===== config.mk =====
export PLATFORM = sky130hd
export DESIGN_NAME = fixed_point_div_seq_flat
export DESIGN_NICKNAME = d
export VERILOG_FILES = /design/src/rtl/fixed_point_pkg.sv /design/src/rtl/fixed_point_div_seq_if.sv /design/src/rtl/fixed_point_div_step.sv /design/src/rtl/fixed_point_div_seq.sv /design/src/flat_wrapper.sv
export SDC_FILE = /design/constraint.sdc
export NUM_CORES = 1
export LEC_CHECK = 0
export CAP_MARGIN = 20
export CORE_AREA = 2 2 145 203
export CTS_BUF_LIST = sky130_fd_sc_hd__clkbuf_8
export CTS_CLUSTER_DIAMETER = 100
export DETAILED_ROUTE_END_ITERATION = 10
export DIE_AREA = 0 0 147 205
export SLEW_MARGIN = 20
export SYNTH_ARGS = -nofsm -noshare
export SYNTH_HDL_FRONTEND = slang
export SYNTH_HIERARCHICAL = 1
export SYNTH_SLANG_ARGS = --single-unit

===== constraint.sdc =====
create_clock -name clk -period 3.8 [get_ports clk]
set_input_delay 0.76 -clock clk [delete_from_list [all_inputs] [get_ports clk]]
set_output_delay 0.76 -clock clk [all_outputs]
set_load 0.01 [all_outputs]

===== src/rtl/fixed_point_pkg.sv =====
// rtl/fixed_point_pkg.sv - shared types, defaults and saturation helpers for the sequential divider
package fixed_point_pkg;

    localparam int DEF_WIDTH     = 16;
    localparam int DEF_FRAC      = 6;
    localparam int DEF_OUT_WIDTH = 32;

    typedef enum logic [1:0] {
        IDLE = 2'd0,
        CALC = 2'd1,
        SIGN = 2'd2,
        DONE = 2'd3
    } state_e;

    // Results are returned 64 bits wide and truncated by the caller to OUT_WIDTH.
    function automatic logic [63:0] sat_max(input int ow);
        return (64'd1 << (ow - 1)) - 64'd1;
    endfunction

    function automatic logic [63:0] sat_min(input int ow);
        return 64'd1 << (ow - 1);
    endfunction

endpackage


===== src/rtl/fixed_point_div_seq_if.sv =====
// rtl/fixed_point_div_seq_if.sv - operand/result handshake bundle for the sequential divider
interface fixed_point_div_seq_if
    import fixed_point_pkg::*;
#(
    parameter int WIDTH     = DEF_WIDTH,
    parameter int OUT_WIDTH = DEF_OUT_WIDTH
);
    logic                 in_valid;
    logic                 in_ready;
    logic [WIDTH-1:0]     a;
    logic [WIDTH-1:0]     b;
    logic                 out_valid;
    logic                 out_ready;
    logic [OUT_WIDTH-1:0] result;
    logic                 div_by_zero;

    modport master (
        output in_valid, a, b, out_ready,
        input  in_ready, out_valid, result, div_by_zero
    );

    modport slave (
        input  in_valid, a, b, out_ready,
        output in_ready, out_valid, result, div_by_zero
    );
endinterface


===== src/rtl/fixed_point_div_step.sv =====
// rtl/fixed_point_div_step.sv - one combinational radix-2 restoring division step
module fixed_point_div_step #(
    parameter int WIDTH = 16
) (
    input  logic [WIDTH:0]   rem,
    input  logic [WIDTH-1:0] divisor,
    input  logic             next_bit,
    output logic [WIDTH:0]   new_rem,
    output logic             q_bit
);
    localparam int RW = WIDTH + 1;

    logic [RW:0] shifted;
    logic [RW:0] dext;

    assign shifted = {rem, next_bit};
    assign dext    = {2'b00, divisor};
    assign q_bit   = (shifted >= dext);
    assign new_rem = q_bit ? RW'(shifted - dext) : RW'(shifted);

endmodule


===== src/rtl/fixed_point_div_seq.sv =====
// rtl/fixed_point_div_seq.sv - multi-cycle signed fixed-point divider with divide-by-zero saturation
module fixed_point_div_seq
    import fixed_point_pkg::*;
#(
    parameter int WIDTH     = DEF_WIDTH,
    parameter int FRAC      = DEF_FRAC,
    parameter int OUT_WIDTH = DEF_OUT_WIDTH
) (
    input  logic                  clk,
    input  logic                  rst_n,
    fixed_point_div_seq_if.slave  bus
);
    localparam int N  = WIDTH + FRAC;
    localparam int CW = $clog2(N + 1);

    localparam logic [1:0] ST_IDLE = IDLE;
    localparam logic [1:0] ST_CALC = CALC;
    localparam logic [1:0] ST_SIGN = SIGN;
    localparam logic [1:0] ST_DONE = DONE;

    localparam logic [OUT_WIDTH-1:0] SAT_MAX = OUT_WIDTH'(sat_max(OUT_WIDTH));
    localparam logic [OUT_WIDTH-1:0] SAT_MIN = OUT_WIDTH'(sat_min(OUT_WIDTH));

    generate
        if (OUT_WIDTH < WIDTH + FRAC + 1 || OUT_WIDTH > 64) begin : g_bad_width
            $error("fixed_point_div_seq: OUT_WIDTH must lie in [WIDTH+FRAC+1, 64]");
        end
    endgenerate

    logic [1:0]           state;
    logic                 neg;
    logic [WIDTH-1:0]     divisor;
    logic [N-1:0]         dividend;
    logic [WIDTH:0]       rem;
    logic [N-1:0]         quot;
    logic [CW-1:0]        count;
    logic [OUT_WIDTH-1:0] result_r;
    logic                 dbz_r;

    logic [WIDTH:0]       step_rem;
    logic                 step_q;
    logic [WIDTH-1:0]     abs_a;
    logic [WIDTH-1:0]     abs_b;
    logic [OUT_WIDTH-1:0] qext;

    // The most negative operand negates to itself, which is its correct unsigned magnitude.
    assign abs_a = bus.a[WIDTH-1] ? (~bus.a + 1'b1) : bus.a;
    assign abs_b = bus.b[WIDTH-1] ? (~bus.b + 1'b1) : bus.b;
    assign qext  = OUT_WIDTH'(quot);

    assign bus.in_ready    = (state == ST_IDLE);
    assign bus.out_valid   = (state == ST_DONE);
    assign bus.result      = result_r;
    assign bus.div_by_zero = dbz_r;

    fixed_point_div_step #(.WIDTH(WIDTH)) u_step (
        .rem      (rem),
        .divisor  (divisor),
        .next_bit (dividend[N-1]),
        .new_rem  (step_rem),
        .q_bit    (step_q)
    );

    always_ff @(posedge clk or negedge rst_n) begin
        if (!rst_n) begin
            state    <= ST_IDLE;
            neg      <= 1'b0;
            divisor  <= '0;
            dividend <= '0;
            rem      <= '0;
            quot     <= '0;
            count    <= '0;
            result_r <= '0;
            dbz_r    <= 1'b0;
        end else begin
            case (state)
                ST_IDLE: begin
                    if (bus.in_valid) begin
                        neg      <= bus.a[WIDTH-1] ^ bus.b[WIDTH-1];
                        divisor  <= abs_b;
                        dividend <= {abs_a, {FRAC{1'b0}}};
                        rem      <= '0;
                        quot     <= '0;
                        if (bus.b == '0) begin
                            dbz_r <= 1'b1;
                            if (bus.a == '0)
                                result_r <= '0;
                            else if (bus.a[WIDTH-1])
                                result_r <= SAT_MIN;
                            else
                                result_r <= SAT_MAX;
                            state <= ST_DONE;
                        end else begin
                            count <= CW'(N);
                            state <= ST_CALC;
                        end
                    end
                end
                ST_CALC: begin
                    rem      <= step_rem;
                    quot     <= {quot[N-2:0], step_q};
                    dividend <= {dividend[N-2:0], 1'b0};
                    count    <= count - 1'b1;
                    if (count == CW'(1))
                        state <= ST_SIGN;
                end
                ST_SIGN: begin
                    result_r <= neg ? (~qext + 1'b1) : qext;
                    dbz_r    <= 1'b0;
                    state    <= ST_DONE;
                end
                default: begin
                    if (bus.out_ready)
                        state <= ST_IDLE;
                end
            endcase
        end
    end

endmodule


===== src/flat_wrapper.sv =====
// flat-port wrapper written by rule: the top's interface ports become plain ports
module fixed_point_div_seq_flat import fixed_point_pkg::*;
#(
    parameter int WIDTH     = DEF_WIDTH,
    parameter int FRAC      = DEF_FRAC,
    parameter int OUT_WIDTH = DEF_OUT_WIDTH
)
  (clk, rst_n, bus_in_valid, bus_a, bus_b, bus_out_ready, bus_in_ready, bus_out_valid, bus_result, bus_div_by_zero);
  fixed_point_div_seq_if #(.WIDTH(WIDTH), .OUT_WIDTH(OUT_WIDTH)) bus_i ();
  input  logic clk;
  input  logic rst_n;
  input wire logic [$bits(bus_i.in_valid)-1:0] bus_in_valid;
  input wire logic [$bits(bus_i.a)-1:0] bus_a;
  input wire logic [$bits(bus_i.b)-1:0] bus_b;
  input wire logic [$bits(bus_i.out_ready)-1:0] bus_out_ready;
  output wire logic [$bits(bus_i.in_ready)-1:0] bus_in_ready;
  output wire logic [$bits(bus_i.out_valid)-1:0] bus_out_valid;
  output wire logic [$bits(bus_i.result)-1:0] bus_result;
  output wire logic [$bits(bus_i.div_by_zero)-1:0] bus_div_by_zero;
  assign bus_i.in_valid = bus_in_valid;
  assign bus_i.a = bus_a;
  assign bus_i.b = bus_b;
  assign bus_i.out_ready = bus_out_ready;
  assign bus_in_ready = bus_i.in_ready;
  assign bus_out_valid = bus_i.out_valid;
  assign bus_result = bus_i.result;
  assign bus_div_by_zero = bus_i.div_by_zero;
  fixed_point_div_seq #(.WIDTH(WIDTH), .FRAC(FRAC), .OUT_WIDTH(OUT_WIDTH)) u_core (.clk(clk), .rst_n(rst_n), .bus(bus_i));
endmodule

==> impl_metrics.env, run 1 <==
export IMPL_status="complete, no violations"
export IMPL_ios=71
export IMPL_p_leak_uw=0.00360
export IMPL_dp_hpwl_mm=13.4
export IMPL_netlist_area_mm2=0.00697
export IMPL_post_route_util_pct=29.2
export IMPL_drtPass1Iterations=5
export IMPL_reg2regPathDepth=11
export IMPL_grt_usage_pct=12.5
export IMPL_setup_tns_ns=0
export IMPL_drv_cap=0
export IMPL_reg2reg_from="u_core/dividend[21]"
export IMPL_hp_class="in2async"
export IMPL_ff_latch_area_mm2=0.00280
export IMPL_synthArstFlopShare_pct=100
export IMPL_setup_viol=0
export IMPL_synth_warnings=6
export IMPL_cp_cell_sequence="inv_1 -> ha_1 -> inv_1 -> fa_1 -> a21oi_1 -> o211ai_2 -> a31oi_4 -> o21ai_1 -> a21o_1 -> mux2_1 -> a22o_1"
export IMPL_fp_row_count=73
export IMPL_avgViaCountPerCell=4.96
export IMPL_hold_viol=0
export IMPL_finalMaxSlewViolations=0
export IMPL_cpPeakStageDelay_ns=0.49
export IMPL_fmax_mhz=319
export IMPL_synth_top_area_share_pct=40.2
export IMPL_avgSynthCellArea_um2=9.46
export IMPL_grt_pass1_wl_mm=30.2
export IMPL_synth_most_common_cell="dfrtp_1"
export IMPL_synth_seq_area_share_pct=40.2
export IMPL_crit_top_cell="inv_1"
export IMPL_multiInputGateArea_mm2=0.00385
export IMPL_clock_skew_ns=0.0236
export IMPL_yosysTopAreaCell="dfrtp_1"
export IMPL_insertion_delay_ns=0.40
export IMPL_drt_wl_total_mm=18.6
export IMPL_dieWidth_um=147
export IMPL_grt_pass1_vias=5639
export IMPL_cts_root_buf="clkbuf_8"
export IMPL_worstPathArrival_ns=3.42
export IMPL_crit_type="reg2reg"
export IMPL_yosys_most_used_dff="dfrtp_1"
export IMPL_drc=0
export IMPL_die_h_um=205
export IMPL_cp_startpoint="u_core/dividend[21]"
export IMPL_grt_start_max_net_pins=113
export IMPL_start_kind="flip-flop"
export IMPL_worst_pin_slew_ns=1.02
export IMPL_worstSetupEndpoint="u_core/rem[1]"
export IMPL_drive_gt1_share_pct=8.22
export IMPL_htree_levels=3
export IMPL_initial_core_util_pct=24.6
export IMPL_cts_tree="yes"
export IMPL_final_design_area_no_fill_mm2=0.00826
export IMPL_cts_resized=0
export IMPL_coreArea_mm2=0.0283
export IMPL_pwr_density_cell_mw_per_mm2=876
export IMPL_endpoint_kind="flip-flop"
export IMPL_dp_slack_ns=0.530
export IMPL_nNetsFinal=848
export IMPL_vdd_drop_max_mv=0.360
export IMPL_cts_sinks=112
export IMPL_rrSetupSlack_ns=0.66
export IMPL_min_period_ns=3.14
export IMPL_synth_area_leaders="dfrtp_1 40%, a22o_1 4.8%, ha_1 4.5%"
export IMPL_grt_setup_unrepaired="no"
export IMPL_clk_pin_slew_ns=0.11
export IMPL_crit_slowest_cell="a21o_1"
export IMPL_netlist_top_cells_count="112 x dfrtp_1, 68 x nand2_1, 55 x o21ai_0"
export IMPL_place_congestion=0.781
export IMPL_synth_fp_nets=799
export IMPL_cts_path_max_buffers=2
export IMPL_final_antenna_net_count=0
export IMPL_io_buffers=70
export IMPL_timing_final_ws_setup_ns=0.665
export IMPL_fillers=3008
export IMPL_syn_instance_count=737
export IMPL_cts_hold_buf=0
export IMPL_area_delta_synth_final_pct=18.6
export IMPL_fin_crit_sh_pct=82.5
export IMPL_grt_ovfl_total=0
export IMPL_synth_seq_cells=112
export IMPL_slew_limit_headroom_pct=32.0
export IMPL_cts_made_buffers=9
export IMPL_r2r_end="u_core/rem[1]"
export IMPL_synth_edf_count=0
export IMPL_dpl_cell_area_mm2=0.00807
export IMPL_crit_required_ns=4.08
export IMPL_drtIter0Drc=264
export IMPL_wl_per_cell_um=16.0
export IMPL_post_cts_buffers=0
export IMPL_cp_max_fo=18
export IMPL_grt_antenna_before_repair=2
export IMPL_die_area_mm2=0.0301
export IMPL_vias=5795
export IMPL_synth_cell_types=67
metal layers:
metal	track usage (%)	vias to the layer above	routed length, um
li1	-	2804	-
met1	15.3	2857	8170
met2	21.5	105	9300
met3	2.12	29	579
met4	5.56	0	576
met5	0	-	0
critical path, delay by kind of cell, from the launching register on:
family | cells | cell delay (ns)
AO/OA/AOI/OAI | 6 | 1.49
multiplexers | 1 | 0.46
adder cells (fa/ha/maj) | 2 | 0.56
buffers and inverters | 2 | 0.12
flip-flops | 1 | 0.39
registers in the layout, indices dropped and copies added (netlist names):
signal,flops
u_core/bus.div_by_zero,1
u_core/bus.result,32
u_core/count,5
u_core/dividend,16
u_core/divisor,16
u_core/neg,1
u_core/quot,22
u_core/rem,17
u_core/state,2
worst min path at each step:
stage               cells past startpoint  slack [ns]                    end                 from
floorplan                               2        0.44    u_core/dividend[19]  u_core/dividend[19]
global placement                        2        0.46    u_core/dividend[17]  u_core/dividend[17]
detailed placement                      2        0.47    u_core/dividend[16]  u_core/dividend[16]
CTS                                     2        0.45  u_core/bus.result[29]                rst_n
global route                            2        0.49  u_core/bus.result[29]                rst_n
finish                                  2        0.39  u_core/bus.result[10]                rst_n
stage by stage:
stage,total power [uW],instances,hold WS [ns]
detailed placement,6550,1150,0.471
floorplan,5380,737,0.441
CTS,7290,1166,0.452
global placement,6500,1150,0.457
finish,7240,1168,0.391
global route,7860,1166,0.489
cell usage in the layout, fill, tap and decap left out, types with 5 or more instances in the layout:
master,synthesis,layout
dfrtp_1,112,112
clkdlybuf4s50_1,0,69
nand2_1,68,68
o21ai_0,55,55
a22o_1,38,38
nor2_1,37,36
inv_1,33,33
xor2_1,29,29
a21oi_1,30,29
ha_1,25,25
xnor2_1,22,22
nand3_1,22,22
o31ai_1,17,17
mux2i_1,16,16
buf_4,0,15
nand4_1,14,14
nor3_1,12,12
clkbuf_8,0,11
and3_1,11,11
nand2b_1,10,10
or4_1,9,9
a211o_1,9,9
o41ai_1,8,8
a21o_1,8,8
mux2_2,7,7
mux2_4,7,7
a211oi_1,6,6
nor4_1,5,5
and2_1,5,5
or3_1,5,5
o211ai_1,5,5
o211a_1,5,5
power breakdown:
group | internal [uW] | switching [uW] | total, uW
Clock | 279 | 434 | 713
Sequential | 1670 | 414 | 2080
Combinational | 2070 | 2370 | 4440
final cells by class:
class	instances	share of cell area (%)
Multi-Input combinational cell	545	46.6
Sequential cell	112	33.9
Timing Repair Buffer	85	9.96
Tap cell	375	5.68
Clock buffer	11	1.83
Inverter	33	1.50
Clock inverter	5	0.469
Antenna cell	2	0.0606
logic make-up (layout without fill, tap and decap cells):
kind of cell	count (synthesis)	after routing	share of synthesized area [%]
buffers and inverters	80	134	4.76
XOR/XNOR	51	51	6.41
flip-flops	112	112	40.2
multiplexers	32	32	5.26
adder cells (fa/ha/maj)	26	26	4.78
AND/OR/NAND/NOR	218	218	16.1
AO/OA/AOI/OAI	218	218	22.5
other	0	2	0
Note: power is estimated with default switching activity, not from simulation.
==> run 2, diff against run 1 <==
==> constraint.sdc (replaced) <==
create_clock -name clk -period 2.7 [get_ports clk]
set_input_delay 0.54 -clock clk [delete_from_list [all_inputs] [get_ports clk]]
set_output_delay 0.54 -clock clk [all_outputs]
set_load 0.01 [all_outputs]
==> run 2 against run 1 <==
Against the previous run:
- worst hold slack got worse by 0.30 ns
- cell area rose by 6.5%
- via count rose by 2.4%
- clock skew fell by 0.0083 ns
- highest routed layer unchanged
- clock power rose by 42%
- utilization rose by 1.9 points
- combinational power rose by 55%
- critical path depth rose by 1
==> impl_metrics.env, run 2 (synthesis results as in run 1) <==
export IMPL_setup_viol=0
export IMPL_insertion_delay_ns=0.40
export IMPL_grt_pass1_vias=5964
export IMPL_grt_setup_unrepaired="yes"
export IMPL_start_kind="flip-flop"
export IMPL_dieWidth_um=147
export IMPL_finalMaxSlewViolations=0
export IMPL_setup_tns_ns=0
export IMPL_status="complete, no violations"
export IMPL_post_route_util_pct=31.1
export IMPL_slew_limit_headroom_pct=44.4
export IMPL_hold_viol=0
export IMPL_grt_pass1_wl_mm=31.4
export IMPL_layout_commonest_cell="dfrtp_1"
export IMPL_fp_row_count=73
export IMPL_cpPeakStageDelay_ns=0.40
export IMPL_initial_core_util_pct=24.6
export IMPL_place_congestion=0.798
export IMPL_final_antenna_net_count=0
export IMPL_drive_gt1_share_pct=15.6
export IMPL_p_leak_uw=0.00393
export IMPL_crit_type="reg2reg"
export IMPL_antenna_cells=0
export IMPL_grt_ovfl_total=0
export IMPL_cts_root_buf="clkbuf_8"
export IMPL_ff_latch_area_mm2=0.00280
export IMPL_die_area_mm2=0.0301
export IMPL_grt_usage_pct=12.9
export IMPL_fillers=2995
export IMPL_dp_hpwl_mm=14.3
export IMPL_htree_levels=3
export IMPL_drt_wl_total_mm=18.9
export IMPL_cts_made_buffers=9
export IMPL_fmax_mhz=389
export IMPL_vdd_drop_max_mv=0.729
export IMPL_wl_per_cell_um=15.4
export IMPL_cts_path_max_buffers=2
export IMPL_worstPathArrival_ns=2.86
export IMPL_largest_register_ffs=32
export IMPL_clk_pin_slew_ns=0.12
export IMPL_hp_class="in2async"
export IMPL_timing_final_ws_setup_ns=0.129
export IMPL_cp_max_fo=6
export IMPL_avgViaCountPerCell=4.83
export IMPL_crit_required_ns=2.99
export IMPL_area_delta_synth_final_pct=26.2
export IMPL_crit_top_cell="inv_1"
export IMPL_endpoint_kind="flip-flop"
export IMPL_layout_common_cells="112 x dfrtp_1, 75 x buf_4, 69 x clkdlybuf4s50_1"
export IMPL_cts_tree="yes"
export IMPL_cp_cell_sequence="inv_1 -> ha_1 -> inv_1 -> fa_2 -> a21oi_4 -> o211ai_2 -> a31oi_4 -> o21ai_1 -> a21o_1 -> buf_4 -> mux2_1 -> a22o_1"
export IMPL_crit_slowest_cell="dfrtp_1"
export IMPL_io_buffers=70
export IMPL_min_period_ns=2.57
export IMPL_grt_antenna_before_repair=0
export IMPL_p_total_uw=10800
export IMPL_coreArea_mm2=0.0283
export IMPL_dpl_cell_area_mm2=0.00855
export IMPL_die_h_um=205
export IMPL_vias=5933
export IMPL_cts_hold_buf=0
export IMPL_cts_sinks=112
export IMPL_final_design_area_no_fill_mm2=0.00880
export IMPL_worst_pin_slew_ns=0.835
export IMPL_drc=0
export IMPL_dp_slack_ns=-0.0920
export IMPL_ios=71
export IMPL_drtPass1Iterations=4
export IMPL_fin_crit_sh_pct=95.2
export IMPL_grt_start_max_net_pins=40
export IMPL_clock_skew_ns=0.0153
export IMPL_drtIter0Drc=214
export IMPL_pwr_density_cell_mw_per_mm2=1220
export IMPL_drv_cap=0
export IMPL_nNetsFinal=910
export IMPL_multiInputGateArea_mm2=0.00389
run 2: final timing paths:
check,endpoint,slack [ns],cells after the start,start
setup reg to reg,u_core/rem[8],0.13,12,u_core/dividend[21]
hold / removal,u_core/bus.result[1],0.09,1,rst_n
max in group asynchronous,u_core/quot[16],2.00,2,rst_n
hold reg to reg,u_core/dividend[17],0.49,2,u_core/dividend[17]
min in group clk,u_core/dividend[17],0.49,2,u_core/dividend[17]
setup / recovery,u_core/rem[8],0.13,12,u_core/dividend[21]
run 2: final cells by class:
type	count	share of cell area, %
clock buffer	10	1.56
clock inverter	6	0.626
inverter	33	1.41
multi-input combinational	545	44.3
sequential	112	31.9
tap	375	5.33
timing repair buffer	147	14.9
run 2: per-layer routing:
layer	global-route usage, %	up-vias	routed length (um)
met4	5.84	0	641
met1	15.9	2874	8180
li1	-	2923	-
met5	0	-	0
met2	22.8	108	9580
met3	1.36	28	546
run 2: metrics by stage:
| stage | instances | hold slack, ns |
|---|---|---|
| finish | 1228 | 0.0901 |
| detailed placement | 1211 | 0.463 |
| global route | 1228 | 0.117 |
| floorplan | 737 | 0.244 |
| global placement | 1211 | 0.460 |
| CTS | 1227 | 0.100 |
run 2: worst max-delay path: cells and delay by family, from the launching register on:
kind / cells / cell delay (ns)
buffers and inverters: 3 / 0.29
AO/OA/AOI/OAI: 6 / 0.93
multiplexers: 1 / 0.31
adder cells (fa/ha/maj): 2 / 0.52
flip-flops: 1 / 0.40
run 2: report_power, final:
part	switching [uW]	total, uW	leakage (uW)	internal, uW
logic	3490	6860	0.00240	3370
registers	557	2900	0.00142	2340
clock network	631	1010	0.000101	377
total	4680	10800	0.00393	6090
run 2: repair_timing:
action,in CTS,in global routing
setup buffers,0,1
endpoints found under the hold margin,0,0
endpoints found under the setup margin,10,25
pin swaps,0,3
gates resized for setup,1,8
